[config.mk]
export PLATFORM = sky130hd
export DESIGN_NAME = uart_fifo_bridge
export DESIGN_NICKNAME = d
export VERILOG_FILES = /design/src/rtl/uart_fifo_bridge.sv
export SDC_FILE = /design/constraint.sdc
export NUM_CORES = 1
export LEC_CHECK = 0
export ABC_AREA = 1
export ABC_CLOCK_PERIOD_IN_PS = 3700
export CAP_MARGIN = 40
export CORE_UTILIZATION = 61
export DETAILED_ROUTE_END_ITERATION = 12
export GPL_TIMING_DRIVEN = 0
export PLACE_DENSITY = 0.88
export REMOVE_ABC_BUFFERS = 1
export SETUP_SLACK_MARGIN = 0.3
export SYNTH_ARGS = -nofsm -noshare
export SYNTH_HDL_FRONTEND = slang
export SYNTH_SLANG_ARGS = --single-unit
[constraint.sdc]
create_clock -name clk -period 3.7 [get_ports clk]
set_clock_uncertainty 0.2 [all_clocks]
set_input_delay 0.74 -clock clk [delete_from_list [all_inputs] [get_ports clk]]
set_output_delay 0.74 -clock clk [all_outputs]
set_load 0.02 [all_outputs]
[src/rtl/uart_fifo_bridge.sv]
// rtl/uart_fifo_bridge.sv - TX/RX byte FIFOs between CPU decode and the uart_simple strobe interface
module uart_fifo_bridge #(
  parameter int TX_DEPTH = 16,
  parameter int RX_DEPTH = 16,
  localparam int TCW = $clog2(TX_DEPTH) + 1,
  localparam int RCW = $clog2(RX_DEPTH) + 1
) (
  input  logic           clk,
  input  logic           reset_n,
  input  logic [7:0]     wr_data,
  input  logic           wr_en,
  output logic           tx_full,
  output logic [TCW-1:0] tx_count,
  output logic [7:0]     rd_data,
  input  logic           rd_en,
  output logic           rx_empty,
  output logic [RCW-1:0] rx_count,
  output logic           rx_overrun,
  input  logic           ovr_clr,
  output logic [7:0]     u_tx_data,
  output logic           u_tx_wr,
  input  logic           u_tx_busy,
  input  logic [7:0]     u_rx_data,
  input  logic           u_rx_valid,
  output logic           u_rx_ack
);
  localparam int TAW = $clog2(TX_DEPTH);
  localparam int RAW = $clog2(RX_DEPTH);

  typedef enum logic [1:0] {T_IDLE, T_LAUNCH, T_WAIT} tx_state_e;
  typedef enum logic {R_IDLE, R_ACK} rx_state_e;

  logic [7:0]     tx_mem [TX_DEPTH];
  logic [7:0]     rx_mem [RX_DEPTH];
  logic [TAW-1:0] tx_wptr_q, tx_rptr_q;
  logic [RAW-1:0] rx_wptr_q, rx_rptr_q;
  logic [TCW-1:0] tx_count_q, tx_count_d;
  logic [RCW-1:0] rx_count_q, rx_count_d;
  tx_state_e      tx_state_q;
  rx_state_e      rx_state_q;
  logic [7:0]     u_tx_data_q;
  logic           u_tx_wr_q, u_rx_ack_q, rx_overrun_q;

  logic tx_push, tx_pop, rx_full, rx_pop, rx_capture, rx_push, rx_drop;

  assign tx_full  = (tx_count_q == TCW'(TX_DEPTH));
  assign tx_push  = wr_en && !tx_full;
  assign tx_pop   = (tx_state_q == T_IDLE) && (tx_count_q != '0) && !u_tx_busy;

  assign rx_empty   = (rx_count_q == '0);
  assign rx_full    = (rx_count_q == RCW'(RX_DEPTH));
  assign rx_pop     = rd_en && !rx_empty;
  assign rx_capture = (rx_state_q == R_IDLE) && u_rx_valid;
  // A same-cycle read frees a slot, so a full FIFO being read still takes the byte.
  assign rx_push    = rx_capture && (!rx_full || rx_pop);
  assign rx_drop    = rx_capture && !rx_push;

  always_comb begin
    tx_count_d = tx_count_q;
    case ({tx_push, tx_pop})
      2'b10:   tx_count_d = tx_count_q + TCW'(1);
      2'b01:   tx_count_d = tx_count_q - TCW'(1);
      default: tx_count_d = tx_count_q;
    endcase
    rx_count_d = rx_count_q;
    case ({rx_push, rx_pop})
      2'b10:   rx_count_d = rx_count_q + RCW'(1);
      2'b01:   rx_count_d = rx_count_q - RCW'(1);
      default: rx_count_d = rx_count_q;
    endcase
  end

  always_ff @(posedge clk) begin
    if (tx_push) tx_mem[tx_wptr_q] <= wr_data;
    if (rx_push) rx_mem[rx_wptr_q] <= u_rx_data;
  end

  always_ff @(posedge clk or negedge reset_n) begin
    if (!reset_n) begin
      tx_wptr_q    <= '0;
      tx_rptr_q    <= '0;
      rx_wptr_q    <= '0;
      rx_rptr_q    <= '0;
      tx_count_q   <= '0;
      rx_count_q   <= '0;
      tx_state_q   <= T_IDLE;
      rx_state_q   <= R_IDLE;
      u_tx_data_q  <= '0;
      u_tx_wr_q    <= 1'b0;
      u_rx_ack_q   <= 1'b0;
      rx_overrun_q <= 1'b0;
    end else begin
      tx_count_q <= tx_count_d;
      rx_count_q <= rx_count_d;
      if (tx_push) tx_wptr_q <= tx_wptr_q + TAW'(1);
      if (tx_pop)  tx_rptr_q <= tx_rptr_q + TAW'(1);
      if (rx_push) rx_wptr_q <= rx_wptr_q + RAW'(1);
      if (rx_pop)  rx_rptr_q <= rx_rptr_q + RAW'(1);

      // T_LAUNCH absorbs the one cycle before the core raises tx_busy.
      case (tx_state_q)
        T_IDLE: if (tx_pop) begin
          u_tx_data_q <= tx_mem[tx_rptr_q];
          u_tx_wr_q   <= 1'b1;
          tx_state_q  <= T_LAUNCH;
        end
        T_LAUNCH: begin
          u_tx_wr_q  <= 1'b0;
          tx_state_q <= T_WAIT;
        end
        T_WAIT:  if (!u_tx_busy) tx_state_q <= T_IDLE;
        default: tx_state_q <= T_IDLE;
      endcase

      case (rx_state_q)
        R_IDLE: if (u_rx_valid) begin
          u_rx_ack_q <= 1'b1;
          rx_state_q <= R_ACK;
        end
        R_ACK: begin
          u_rx_ack_q <= 1'b0;
          rx_state_q <= R_IDLE;
        end
        default: rx_state_q <= R_IDLE;
      endcase

      if (rx_drop)      rx_overrun_q <= 1'b1;
      else if (ovr_clr) rx_overrun_q <= 1'b0;
    end
  end

  assign tx_count   = tx_count_q;
  assign rx_count   = rx_count_q;
  assign rx_overrun = rx_overrun_q;
  assign u_tx_data  = u_tx_data_q;
  assign u_tx_wr    = u_tx_wr_q;
  assign u_rx_ack   = u_rx_ack_q;
  assign rd_data    = rx_empty ? 8'h00 : rx_mem[rx_rptr_q];
endmodule

==> results.sh <==
export IMPL_critPathRequiredTime_ps=2760
export IMPL_final_cells=1581
export IMPL_swShare_pct=38.0
export IMPL_path_class="reg2out"
export IMPL_avgRoutedWirePerCell_um=18.6
export IMPL_setup_viol=0
export IMPL_finalCriticalPeriod_ps=3350
export IMPL_async_flop_share_pct=13.5
export IMPL_hold_end="u_rx_ack"
export IMPL_finalSetupTns_ps=0
export IMPL_slew_headroom_pct=42.1
export IMPL_outcome="finished, final reports clean"
export IMPL_finalHoldViolations=0
export IMPL_clock_sinks=296
export IMPL_placed_area_um2=13700
export IMPL_p_total_mw=11.7
export IMPL_drt_first_iter_violations=1023
export IMPL_synth_flop_cell="edfxtp_1"
export IMPL_rsz0062_at_grt="no"
export IMPL_synth_area_um2=12900
export IMPL_worstReg2RegEnd="tx_count[4]"
export IMPL_internal_power_mw=7.22
export IMPL_clkPwrFrac_pct=23.9
export IMPL_r2r_start="tx_count[1]"
export IMPL_gp_congestion=0.857
export IMPL_cpPeakStageDelay_ps=510
export IMPL_cp_arrival_ps=2410
export IMPL_ys_seq_elements=296
export IMPL_cts_tree="yes"
export IMPL_min_period_over_period_pct=90.7
export IMPL_fillers=1312
export IMPL_cp_cell_sequence="buf_16 > clkinv_16 > bufbuf_16 > nand2_1 > nand3_1 > nand3_1 > nand2_2 > nand2_1 > a21oi_2 > buf_6"
export IMPL_layout_nets=1331
export IMPL_insertion_delay_ps=540
export IMPL_dp_cells=1518
export IMPL_overflow=0
export IMPL_worstHoldPathType="reg2reg"
export IMPL_end_kind="primary output"
export IMPL_h_tree_depth=1
export IMPL_worst_ir_drop_vdd_mv=0.507
export IMPL_combPwrFrac_pct=37.0
export IMPL_synthTopCellsByArea="edfxtp_1 (60%), nand2_1 (12%), nand3_1 (7.8%), dfrtp_1 (7.8%), inv_1 (3.9%)"
export IMPL_antenna_cells=0
export IMPL_die_w_um=147
export IMPL_cts_buffers=29
export IMPL_fp_coreArea_um2=20400
export IMPL_powerDensity_nw_per_um2=787
export IMPL_clock_path_buffers=3
export IMPL_grt_pass1_wl_um=46100
export IMPL_die_h_um=147
export IMPL_final_util_pct=72.4
export IMPL_power_switching_mw=4.43
export IMPL_synth_cell_types=26
export IMPL_io_buffers=53
export IMPL_drt_total_wl_um=29400
export IMPL_yosysSeqAreaShare_pct=67.6
export IMPL_p_leak_nw=6.13
export IMPL_fmax_mhz=298
export IMPL_dieArea_um2=21700
export IMPL_worstRegToRegCells=11
export IMPL_grt_max_degree=44
export IMPL_vias=9164
export IMPL_final_area_um2=14800
export IMPL_drc_errors=0
export IMPL_worstPathMaxFanout=21
export IMPL_grt_usage_pct=27.6
export IMPL_whs_path_depth=1
export IMPL_hpwl_um=18000
export IMPL_start_util_pct=62.9
export IMPL_p_seq_share_pct=39.0
export IMPL_grt_antenna_before_repair=0
export IMPL_dr_pass1_iters=6
export IMPL_drive_gt1_share_pct=8.01
export IMPL_grt_pass1_vias=8900
export IMPL_yosys_warnings=0
export IMPL_io_pins=54
export IMPL_synth_edff_count=256
export IMPL_syn2layout_area_growth_pct=15.1
export IMPL_cts_root_buf="clkbuf_16"
export IMPL_syn_inst=1224
export IMPL_via_per_inst=5.80
export IMPL_path_clk_slew_ps=60
export IMPL_slowest_stage="dfrtp_4"
export IMPL_worst_pin_slew_ps=869
export IMPL_r2r_slack_ps=530
export IMPL_synth_top_area_share_pct=59.8
export IMPL_maxCapViolCount=0
export IMPL_syn_area_per_cell_um2=10.5
export IMPL_hp_start="rx_state_q"
export IMPL_drv_slew=0
export IMPL_rows=52
export IMPL_antenna_left=0
export IMPL_synth_top_cell_by_area="edfxtp_1"
export IMPL_crit_path_start_kind="flop"
[flip-flops by register name, indices dropped and copies added, names as in the netlist, 2 cells and up]
name        cells
rx_count        5
tx_rptr_q       4
rx_wptr_q       4
tx_wptr_q       4
tx_count        5
tx_mem        128
tx_state_q      2
rx_rptr_q       4
u_tx_data       8
rx_mem        128
[layout make-up]
class | count | area (um2) | share of cell area [%]
Sequential cell | 296 | 8700 | 58.8
Clock inverter | 13 | 121 | 0.820
Inverter | 140 | 561 | 3.79
Clock buffer | 40 | 777 | 5.25
Timing Repair Buffer | 87 | 916 | 6.19
Timing Repair inverter | 1 | 8.76 | 0.0592
Multi-Input combinational cell | 734 | 3380 | 22.8
Tap cell | 270 | 338 | 2.28
[power groups by stage]
stage / Combinational (mW) / Clock (mW) / Sequential (mW)
after floorplan: 2.26 / 0 / 4.67
after global placement: 3.49 / 0 / 4.74
after detailed placement: 3.97 / 0 / 4.61
after CTS: 4.15 / 2.80 / 4.52
after global routing: 4.73 / 2.93 / 4.59
final: 4.31 / 2.79 / 4.55
[layout by cell type (no fill, tap or decap), types with 10 or more instances in the layout]
cell	synthesis	final
o21ai_0	13	13
clkdlybuf4s50_1	0	44
ha_1	18	18
nand3_1	201	201
buf_4	8	13
clkbuf_1	6	10
a21oi_1	12	11
nor3_1	17	17
xor2_1	12	12
nor2_1	23	23
clkbuf_16	0	30
buf_2	35	14
dfrtp_1	40	36
inv_1	134	131
edfxtp_1	256	256
nand2_1	422	420
[through the flow]
stage / setup WS [ps] / hold slack (ps)
3_3_place_gp: -2130 / 209
3_5_place_dp: -144 / 217
2_1_floorplan: -152 / 200
4_1_cts: 299 / 225
5_1_grt: 242 / 245
6_report: 345 / 221
[routing by layer]
layer | vias up | share of wire (%) | GRT usage [%]
met3 | 114 | 8.2 | 3.32
li1 | 4178 | - | -
met5 | - | 0 | 0
met4 | 0 | 3.8 | 10.9
met1 | 4319 | 36 | 33.9
met2 | 553 | 52 | 49.7
[cells by family after synthesis]
group	synth area share (%)
XOR/XNOR	1.16
AO/OA/AOI/OAI	1.20
AND/OR/NAND/NOR	21.9
flip-flops	67.6
adder cells (fa/ha/maj)	1.91
buffers and inverters	6.24
[Yosys cell counts (all sizes together), types with 5 or more instances]
| master | number |
|---|---|
| nor3 | 18 |
| inv | 137 |
| edfxtp | 256 |
| nand2 | 424 |
| o21ai | 13 |
| clkbuf | 6 |
| buf | 48 |
| ha | 18 |
| xnor2 | 5 |
| xor2 | 12 |
| nor2 | 25 |
| a21oi | 12 |
| nand3 | 201 |
| dfrtp | 40 |
[critical path, delay by kind of cell, from the launching register on]
family / cells / cell delay, ps
buffers and inverters: 4 / 700
and+or+nand+nor: 5 / 490
DFF: 1 / 510
AOI/OAI and AO/OA: 1 / 160
[worst max-delay path by stage]
stage / startpoint / end / slack [ps] / depth (start not counted)
5_1_grt: rx_rptr_q[0] / rd_data[6] / 240 / 10
4_1_cts: rx_rptr_q[0] / rd_data[4] / 300 / 10
6_report: rx_rptr_q[0] / rd_data[6] / 350 / 10
3_5_place_dp: rx_rptr_q[0] / rd_data[4] / -140 / 10
2_1_floorplan: rx_rptr_q[0] / rd_data[0] / -150 / 7
3_3_place_gp: rx_rptr_q[0] / rd_data[4] / -2130 / 8
[what timing repair did]
| item | 4_1_cts | 5_1_grt |
|---|---|---|
| buffers inserted | 3 | 3 |
| pin swaps | 0 | 2 |
| gates resized for setup | 38 | 11 |
| cloned | 2 | 1 |
| hold endpoints to repair | 7 | 0 |
| setup endpoints to repair | 8 | 9 |
| hold buffers | 1 | 0 |
No activity file was read; power rests on OpenSTA's default activity.
